`src/rtl/doc_pkg.sv`:
```
// doc_pkg: shared constants and types for the document UART receive path.
//   - Document geometry (32 columns x 15 rows, address {row[3:0], col[4:0]}).
//   - Control characters and the printable range.
//   - RX FSM state encoding.
// Optional build macro: UART_RX_PARITY_EN adds the RX_PARITY state.
package doc_pkg;

    localparam int DOC_COLS = 32;
    localparam int DOC_ROWS = 15;

    localparam logic [7:0] CH_LF    = 8'h0A;
    localparam logic [7:0] CH_CR    = 8'h0D;
    localparam logic [7:0] CH_EOT   = 8'h04;
    localparam logic [7:0] PRINT_LO = 8'h20;
    localparam logic [7:0] PRINT_HI = 8'h7E;

    typedef enum logic [2:0] {
        RX_IDLE,
        RX_START,
        RX_DATA,
`ifdef UART_RX_PARITY_EN
        RX_PARITY,
`endif
        RX_STOP,
        RX_WAIT_HIGH
    } rx_state_e;

    function automatic logic is_printable(input logic [7:0] c);
        return (c >= PRINT_LO) && (c <= PRINT_HI);
    endfunction

endpackage

```
`src/rtl/uart_doc_receiver_rx_core.sv`:
```
// uart_rx_core: serial front end of the document receiver.
// Synchronises rx, generates a 16x oversampling tick and deserialises
// 8N1 frames (8E1 when UART_RX_PARITY_EN is defined).
// Ports:
//   clk, rst              clock, synchronous active-high reset
//   rx_i                  asynchronous serial input, idles high
//   rx_byte_o             last received byte (valid with byte_valid_o)
//   byte_valid_o          1-cycle pulse: good frame received
//   frame_err_pulse_o     1-cycle pulse: stop bit sampled low
//   parity_err_pulse_o    1-cycle pulse: parity mismatch (UART_RX_PARITY_EN only)
//   active_o              FSM is not idle
//
// state        | meaning
// RX_IDLE      | line idle, waiting for a falling edge
// RX_START     | half-bit wait, confirm start bit is still low
// RX_DATA      | sample 8 data bits, LSB first, one per 16 ticks
// RX_PARITY    | sample even-parity bit (parity build only)
// RX_STOP      | sample stop bit; high = byte good, low = framing error
// RX_WAIT_HIGH | framing error seen, wait for the line to return high
module uart_rx_core
    import doc_pkg::*;
#(
    parameter int CLK_HZ = 100_000_000,
    parameter int BAUD   = 9600
) (
    input  logic       clk,
    input  logic       rst,
    input  logic       rx_i,
    output logic [7:0] rx_byte_o,
    output logic       byte_valid_o,
    output logic       frame_err_pulse_o,
`ifdef UART_RX_PARITY_EN
    output logic       parity_err_pulse_o,
`endif
    output logic       active_o
);

    localparam int DIV = CLK_HZ / (BAUD * 16);
    localparam int TW  = (DIV > 1) ? $clog2(DIV) : 1;
    localparam logic [TW-1:0] DIV_M1 = TW'(DIV - 1);

    rx_state_e   state_q, state_d;
    logic        rx_s1_q, rx_s2_q;
    logic [TW-1:0] div_q, div_d;
    logic [3:0]  ticks_q, ticks_d;
    logic [2:0]  bit_q, bit_d;
    logic [7:0]  shift_q, shift_d;
    logic        bv_q, bv_d;
    logic        fe_q, fe_d;
    logic        tick;
`ifdef UART_RX_PARITY_EN
    logic        par_bad_q, par_bad_d;
    logic        pe_q, pe_d;
`endif

    assign tick = (div_q == '0);

    always_ff @(posedge clk) begin
        if (rst) begin
            state_q <= RX_IDLE;
            rx_s1_q <= 1'b1;
            rx_s2_q <= 1'b1;
            div_q   <= DIV_M1;
            ticks_q <= '0;
            bit_q   <= '0;
            shift_q <= '0;
            bv_q    <= 1'b0;
            fe_q    <= 1'b0;
`ifdef UART_RX_PARITY_EN
            par_bad_q <= 1'b0;
            pe_q      <= 1'b0;
`endif
        end else begin
            state_q <= state_d;
            rx_s1_q <= rx_i;
            rx_s2_q <= rx_s1_q;
            div_q   <= div_d;
            ticks_q <= ticks_d;
            bit_q   <= bit_d;
            shift_q <= shift_d;
            bv_q    <= bv_d;
            fe_q    <= fe_d;
`ifdef UART_RX_PARITY_EN
            par_bad_q <= par_bad_d;
            pe_q      <= pe_d;
`endif
        end
    end

    always_comb begin
        state_d = state_q;
        ticks_d = ticks_q;
        bit_d   = bit_q;
        shift_d = shift_q;
        bv_d    = 1'b0;
        fe_d    = 1'b0;
`ifdef UART_RX_PARITY_EN
        par_bad_d = par_bad_q;
        pe_d      = 1'b0;
`endif
        // Held at reload while idle so the tick phase starts at the edge.
        div_d = (tick || state_q == RX_IDLE) ? DIV_M1 : div_q - 1'b1;

        case (state_q)
            RX_IDLE: begin
                if (!rx_s2_q) begin
                    state_d = RX_START;
                    ticks_d = 4'd7;
                end
            end
            RX_START: begin
                if (tick) begin
                    if (ticks_q == 4'd0) begin
                        if (rx_s2_q) begin
                            state_d = RX_IDLE;
                        end else begin
                            state_d = RX_DATA;
                            ticks_d = 4'd15;
                            bit_d   = 3'd0;
`ifdef UART_RX_PARITY_EN
                            par_bad_d = 1'b0;
`endif
                        end
                    end else begin
                        ticks_d = ticks_q - 4'd1;
                    end
                end
            end
            RX_DATA: begin
                if (tick) begin
                    if (ticks_q == 4'd0) begin
                        shift_d = {rx_s2_q, shift_q[7:1]};
                        ticks_d = 4'd15;
                        if (bit_q == 3'd7) begin
`ifdef UART_RX_PARITY_EN
                            state_d = RX_PARITY;
`else
                            state_d = RX_STOP;
`endif
                        end else begin
                            bit_d = bit_q + 3'd1;
                        end
                    end else begin
                        ticks_d = ticks_q - 4'd1;
                    end
                end
            end
`ifdef UART_RX_PARITY_EN
            RX_PARITY: begin
                if (tick) begin
                    if (ticks_q == 4'd0) begin
                        // Even parity: the parity bit equals the XOR of the data.
                        par_bad_d = rx_s2_q ^ (^shift_q);
                        pe_d      = rx_s2_q ^ (^shift_q);
                        state_d   = RX_STOP;
                        ticks_d   = 4'd15;
                    end else begin
                        ticks_d = ticks_q - 4'd1;
                    end
                end
            end
`endif
            RX_STOP: begin
                if (tick) begin
                    if (ticks_q == 4'd0) begin
                        if (rx_s2_q) begin
`ifdef UART_RX_PARITY_EN
                            bv_d = !par_bad_q;
`else
                            bv_d = 1'b1;
`endif
                            state_d = RX_IDLE;
                        end else begin
                            fe_d    = 1'b1;
                            state_d = RX_WAIT_HIGH;
                        end
                    end else begin
                        ticks_d = ticks_q - 4'd1;
                    end
                end
            end
            RX_WAIT_HIGH: begin
                if (rx_s2_q) begin
                    state_d = RX_IDLE;
                end
            end
            default: state_d = RX_IDLE;
        endcase
    end

    assign rx_byte_o         = shift_q;
    assign byte_valid_o      = bv_q;
    assign frame_err_pulse_o = fe_q;
`ifdef UART_RX_PARITY_EN
    assign parity_err_pulse_o = pe_q;
`endif
    assign active_o          = (state_q != RX_IDLE);

endmodule

```
`src/rtl/uart_doc_receiver.sv`:
```
// uart_doc_receiver: UART receive path that fills the 32-column document RAM.
// Printable bytes are written at the current {row, col} pointer through a
// request/grant port; LF, CR and EOT steer the pointer / signal completion.
// Ports:
//   clk, rst                 clock, synchronous active-high reset
//   rx                       serial input (8N1, idles high)
//   enable                   0 = discard received bytes (framing still tracked)
//   doc_wr_req/addr/data     write request, {row[3:0], col[4:0]}, character
//   doc_wr_gnt               write accepted this cycle
//   busy                     frame in progress or write pending
//   done                     1-cycle pulse after EOT
//   full                     pointer has passed the last cell (sticky)
//   frame_err, overflow      sticky error flags
//   parity_err               sticky parity error (UART_RX_PARITY_EN only)
// Optional build macro: UART_RX_PARITY_EN (8E1 framing, adds parity_err).
module uart_doc_receiver
    import doc_pkg::*;
#(
    parameter int CLK_HZ   = 100_000_000,
    parameter int BAUD     = 9600,
    parameter int DOC_ROWS = doc_pkg::DOC_ROWS
) (
    input  logic       clk,
    input  logic       rst,
    input  logic       rx,
    input  logic       enable,
    output logic       doc_wr_req,
    output logic [8:0] doc_wr_addr,
    output logic [7:0] doc_wr_data,
    input  logic       doc_wr_gnt,
    output logic       busy,
    output logic       done,
    output logic       full,
    output logic       frame_err,
    output logic       overflow
`ifdef UART_RX_PARITY_EN
    ,
    output logic       parity_err
`endif
);

    localparam int ROW_W = 4;
    localparam int COL_W = 5;
    localparam logic [ROW_W-1:0] ROW_END  = ROW_W'(DOC_ROWS);
    localparam logic [COL_W-1:0] COL_LAST = COL_W'(DOC_COLS - 1);

    logic [7:0] rx_byte;
    logic       byte_valid;
    logic       fe_pulse;
    logic       rx_active;

    logic [ROW_W-1:0] row_q, row_d, row_inc;
    logic [COL_W-1:0] col_q, col_d;
    logic             req_q, req_d;
    logic [8:0]       addr_q, addr_d;
    logic [7:0]       data_q, data_d;
    logic             done_q, done_d;
    logic             full_q, full_d;
    logic             ferr_q, ferr_d;
    logic             ovf_q, ovf_d;
`ifdef UART_RX_PARITY_EN
    logic             pe_pulse;
    logic             perr_q, perr_d;
`endif

    uart_rx_core #(
        .CLK_HZ (CLK_HZ),
        .BAUD   (BAUD)
    ) u_rx_core (
        .clk                (clk),
        .rst                (rst),
        .rx_i               (rx),
        .rx_byte_o          (rx_byte),
        .byte_valid_o       (byte_valid),
        .frame_err_pulse_o  (fe_pulse),
`ifdef UART_RX_PARITY_EN
        .parity_err_pulse_o (pe_pulse),
`endif
        .active_o           (rx_active)
    );

    always_ff @(posedge clk) begin
        if (rst) begin
            row_q  <= '0;
            col_q  <= '0;
            req_q  <= 1'b0;
            addr_q <= '0;
            data_q <= '0;
            done_q <= 1'b0;
            full_q <= 1'b0;
            ferr_q <= 1'b0;
            ovf_q  <= 1'b0;
`ifdef UART_RX_PARITY_EN
            perr_q <= 1'b0;
`endif
        end else begin
            row_q  <= row_d;
            col_q  <= col_d;
            req_q  <= req_d;
            addr_q <= addr_d;
            data_q <= data_d;
            done_q <= done_d;
            full_q <= full_d;
            ferr_q <= ferr_d;
            ovf_q  <= ovf_d;
`ifdef UART_RX_PARITY_EN
            perr_q <= perr_d;
`endif
        end
    end

    always_comb begin
        row_d  = row_q;
        col_d  = col_q;
        req_d  = req_q;
        addr_d = addr_q;
        data_d = data_q;
        done_d = 1'b0;
        ovf_d  = ovf_q;
        ferr_d = ferr_q | fe_pulse;
`ifdef UART_RX_PARITY_EN
        perr_d = perr_q | pe_pulse;
`endif
        // The row saturates at DOC_ROWS so a trailing LF cannot wrap it.
        row_inc = (row_q == ROW_END) ? row_q : row_q + 1'b1;

        if (req_q && doc_wr_gnt) begin
            req_d = 1'b0;
        end

        if (byte_valid && enable) begin
            if (is_printable(rx_byte)) begin
                if (full_q) begin
                    // Past the last cell: byte dropped silently.
                end else if (req_q && !doc_wr_gnt) begin
                    ovf_d = 1'b1;
                end else begin
                    req_d  = 1'b1;
                    addr_d = {row_q, col_q};
                    data_d = rx_byte;
                    if (col_q == COL_LAST) begin
                        col_d = '0;
                        row_d = row_inc;
                    end else begin
                        col_d = col_q + 1'b1;
                    end
                end
            end else if (rx_byte == CH_LF) begin
                col_d = '0;
                row_d = row_inc;
            end else if (rx_byte == CH_CR) begin
                col_d = '0;
            end else if (rx_byte == CH_EOT) begin
                done_d = 1'b1;
            end
        end

        full_d = full_q | (row_d == ROW_END);
    end

    assign doc_wr_req  = req_q;
    assign doc_wr_addr = addr_q;
    assign doc_wr_data = data_q;
    assign busy        = rx_active | req_q;
    assign done        = done_q;
    assign full        = full_q;
    assign frame_err   = ferr_q;
    assign overflow    = ovf_q;
`ifdef UART_RX_PARITY_EN
    assign parity_err  = perr_q;
`endif

endmodule

```
`config.mk`:
```
export PLATFORM = sky130hd
export DESIGN_NAME = uart_doc_receiver
export DESIGN_NICKNAME = d
export VERILOG_FILES = /design/src/rtl/doc_pkg.sv /design/src/rtl/uart_doc_receiver_rx_core.sv /design/src/rtl/uart_doc_receiver.sv
export SDC_FILE = /design/constraint.sdc
export NUM_CORES = 1
export LEC_CHECK = 0
export ABC_CLOCK_PERIOD_IN_PS = 2620
export BUFFER_PORTS_ARGS = -buffer_cell sky130_fd_sc_hd__buf_2
export CAP_MARGIN = 10
export CORE_AREA = 2 2 94 96
export DETAILED_ROUTE_END_ITERATION = 8
export DIE_AREA = 0 0 96 98
export HOLD_SLACK_MARGIN = 0.02
export PLACE_DENSITY = 0.58
export REMOVE_ABC_BUFFERS = 1
export SLEW_MARGIN = 20
export SYNTH_ARGS = -nofsm -noshare
export SYNTH_HDL_FRONTEND = slang
export SYNTH_HIERARCHICAL = 1
export SYNTH_SLANG_ARGS = --single-unit
```
`constraint.sdc`:
```
create_clock -name clk -period 2.62 [get_ports clk]
set_clock_uncertainty 0.2 [all_clocks]
set_input_delay 0.262 -clock clk [delete_from_list [all_inputs] [get_ports clk]]
set_output_delay 0.262 -clock clk [all_outputs]
set_load 0.01 [all_outputs]
```
==> metrics.txt <==
hold_ws=0.0841 ns; final hold vios=0; cell family with the largest share of critical-path delay=simple AND/OR/NAND/NOR gates; slew margin rel.=64.1%; CTS buffer count=9; most used routing layer=met2; Yosys warnings=6; status=completed; max_cap viols=0; Core Util, Final=38.7%; Nets=356; worst vdd ir=0.258 mV; met1 Track Usage GR=15.5%; Detailed Route WL=5780 um; postcts setup bufs=0; Routed Antenna Nets=0; #FFs+latches synth=63; Post-synth EDFFs=0; root buf cell=clkbuf_8; RSZ-0062 raised after global routing=no; met3 Usage GRT=5.02%; Setup-failing EPs final=0; Seq/Total Area, Yosys=43.9%; Placer Congestion=0.782; Max FO, Critical Path=6; CP bufs+invs=1; IO Count=28; via count=2330; Die W=96 um; CP required=2.69 ns; std cell rows=34; first-pass GRT wire length=9930 um; CP peak stage delay=0.44 ns; leakage dissipation=0.00142 uW; largest net degree at the start of global routing=39; most frequent cells in the layout=dfxtp_1 (63), nor2_1 (39), nand2_1 (29); M2 GR Usage=22.1%; First-pass DRT Iterations=4; Core Box Area=8470 um2; cell area after synthesis=2880 um2; commonest non-fill, non-tap cell in the layout=dfxtp_1; CP Data Arrival Time=2.20 ns; Layout Cells excl Fill=455; Slowest cell on crit path=nor3_1; H-tree depth=3; die area=9410 um2; Power, Total=1760 uW; gr ovfl total=0; fill count=886; placed cell count=438; Inserted Diodes=0; Crit Path Class=flip-flop to flip-flop; fmax=470 MHz; ys flop type=dfxtp_1; dpl hpwl=4080 um; setup TNS=0 ns; Clock Path Buffers=2; vias in the first global route=2248; Area growth, synth to finish=13.9%; Worst-Skew Late Latency=0.34 ns; final worst-path cycle share=81.2%; final slew viol count=0; Reg clk slew, reported paths=0.07 ns; asr flop ratio synth=0%; Worst R2R Setup Slack=0.49 ns; Mean Syn Cell Area=9.22 um2; Tmin final=2.13 ns; DRT iter0 DRCs=127; Worst-Margin Slew=0.534 ns; CTS tree=done; drt drc=0; Syn Inst Count=312; pwr dens=537 nW/um2; DR vias/cell=5.12; clock sinks=63; share of layout cells above drive strength 1=17.3%; post-synth cell types=56; DR WL/cell=12.7 um; GRT Resource Usage Total=13.4%; CP endpoint kind=flip-flop; CP Launch Type=flip-flop; Initial Utilization=34.0%; critical path, cell by cell=inv_1 -> ha_1 -> or3b_4 -> nand4b_4 -> nor3_1 -> mux2i_1; port buffer count=27; Hold Path Class=primary input to flip-flop; antenna violations before repair=0; die height=98 um
## repair_timing
action | CTS | global route
endpoints found under the hold margin | 1 | 0
resized for setup | 0 | 0
hold buffers | 1 | 0
## registers in the layout, indices dropped and copies added, names as in the netlist, 3 cells and up
signal / cells
u_rx_core/state_q: 3
u_rx_core/ticks_q: 4
doc_wr_addr: 9
u_rx_core/rx_byte_o: 8
u_rx_core/div_q: 10
doc_wr_data: 8
row_q: 4
col_q: 5
u_rx_core/bit_q: 3
## synth_stat cells, drive strengths merged, types with 6 or more instances
| cell type | count | area (um2) |
|---|---|---|
| mux2i | 24 | 240 |
| nand3 | 12 | 60.1 |
| nor3 | 11 | 60.1 |
| nand4 | 6 | 37.5 |
| a21oi | 17 | 85.1 |
| o21ai | 10 | 53.8 |
| clkbuf | 7 | 26.3 |
| dfxtp | 63 | 1260 |
| inv | 11 | 41.3 |
| ha | 9 | 113 |
| nor2 | 39 | 146 |
| nand2 | 29 | 109 |
## path summary, 6_finish.rpt
kind	from	end	cells past startpoint
setup / recovery	u_rx_core/ticks_q[0]	u_rx_core/rx_byte_o[4]	6
setup reg to reg	u_rx_core/ticks_q[0]	u_rx_core/rx_byte_o[4]	6
hold reg to reg	u_rx_core/rx_s1_q	u_rx_core/rx_s2_q	1
hold / removal	doc_wr_gnt	doc_wr_req	4
## area by class of cell
| type | count | area (um2) | share of cell area (%) |
|---|---|---|---|
| tap | 108 | 135 | 4.13 |
| sequential | 63 | 1260 | 38.5 |
| clock buffer | 11 | 141 | 4.32 |
| inverter | 11 | 41.3 | 1.26 |
| timing repair buffer | 30 | 160 | 4.89 |
| multi-input combinational | 227 | 1500 | 45.9 |
| clock inverter | 5 | 33.8 | 1.03 |
## stage by stage
step | area (um2) | worst slack [ns]
after global placement | 3090 | 0.559
after CTS | 3280 | 0.481
after floorplan | 2810 | 0.624
after global routing | 3280 | 0.324
after detailed placement | 3090 | 0.514
final | 3280 | 0.492
## worst register-to-register path: stages, from the launching register on
cell	delay, ns
dfxtp_1	0.31
inv_1	0.11
ha_1	0.15
or3b_4	0.41
nand4b_4	0.19
nor3_1	0.44
mux2i_1	0.25
## metal layers
| layer | vias to the layer above | share of wire [%] |
|---|---|---|
| met4 | 0 | 1.5 |
| met3 | 8 | 4.2 |
| met5 | - | 0 |
| met1 | 1107 | 47 |
| met2 | 33 | 48 |
| li1 | 1182 | - |
## cells by family after synthesis
| kind of cell | count (synthesis) | share of synthesized area [%] |
|---|---|---|
| AOI/OAI and AO/OA | 57 | 13.8 |
| xor gates and xnor gates | 7 | 2.13 |
| adders and majority gates | 9 | 3.92 |
| buffers and inverters | 22 | 3.87 |
| DFF | 63 | 43.9 |
| muxes | 25 | 8.75 |
| and+or+nand+nor | 129 | 23.7 |
## power breakdown
group / total (uW) / switching, uW / internal (uW)
clock: 742 / 375 / 367
sequential: 967 / 5.16 / 962
combinational: 51.5 / 32.1 / 19.4
Power figures use the tool's default switching activity.
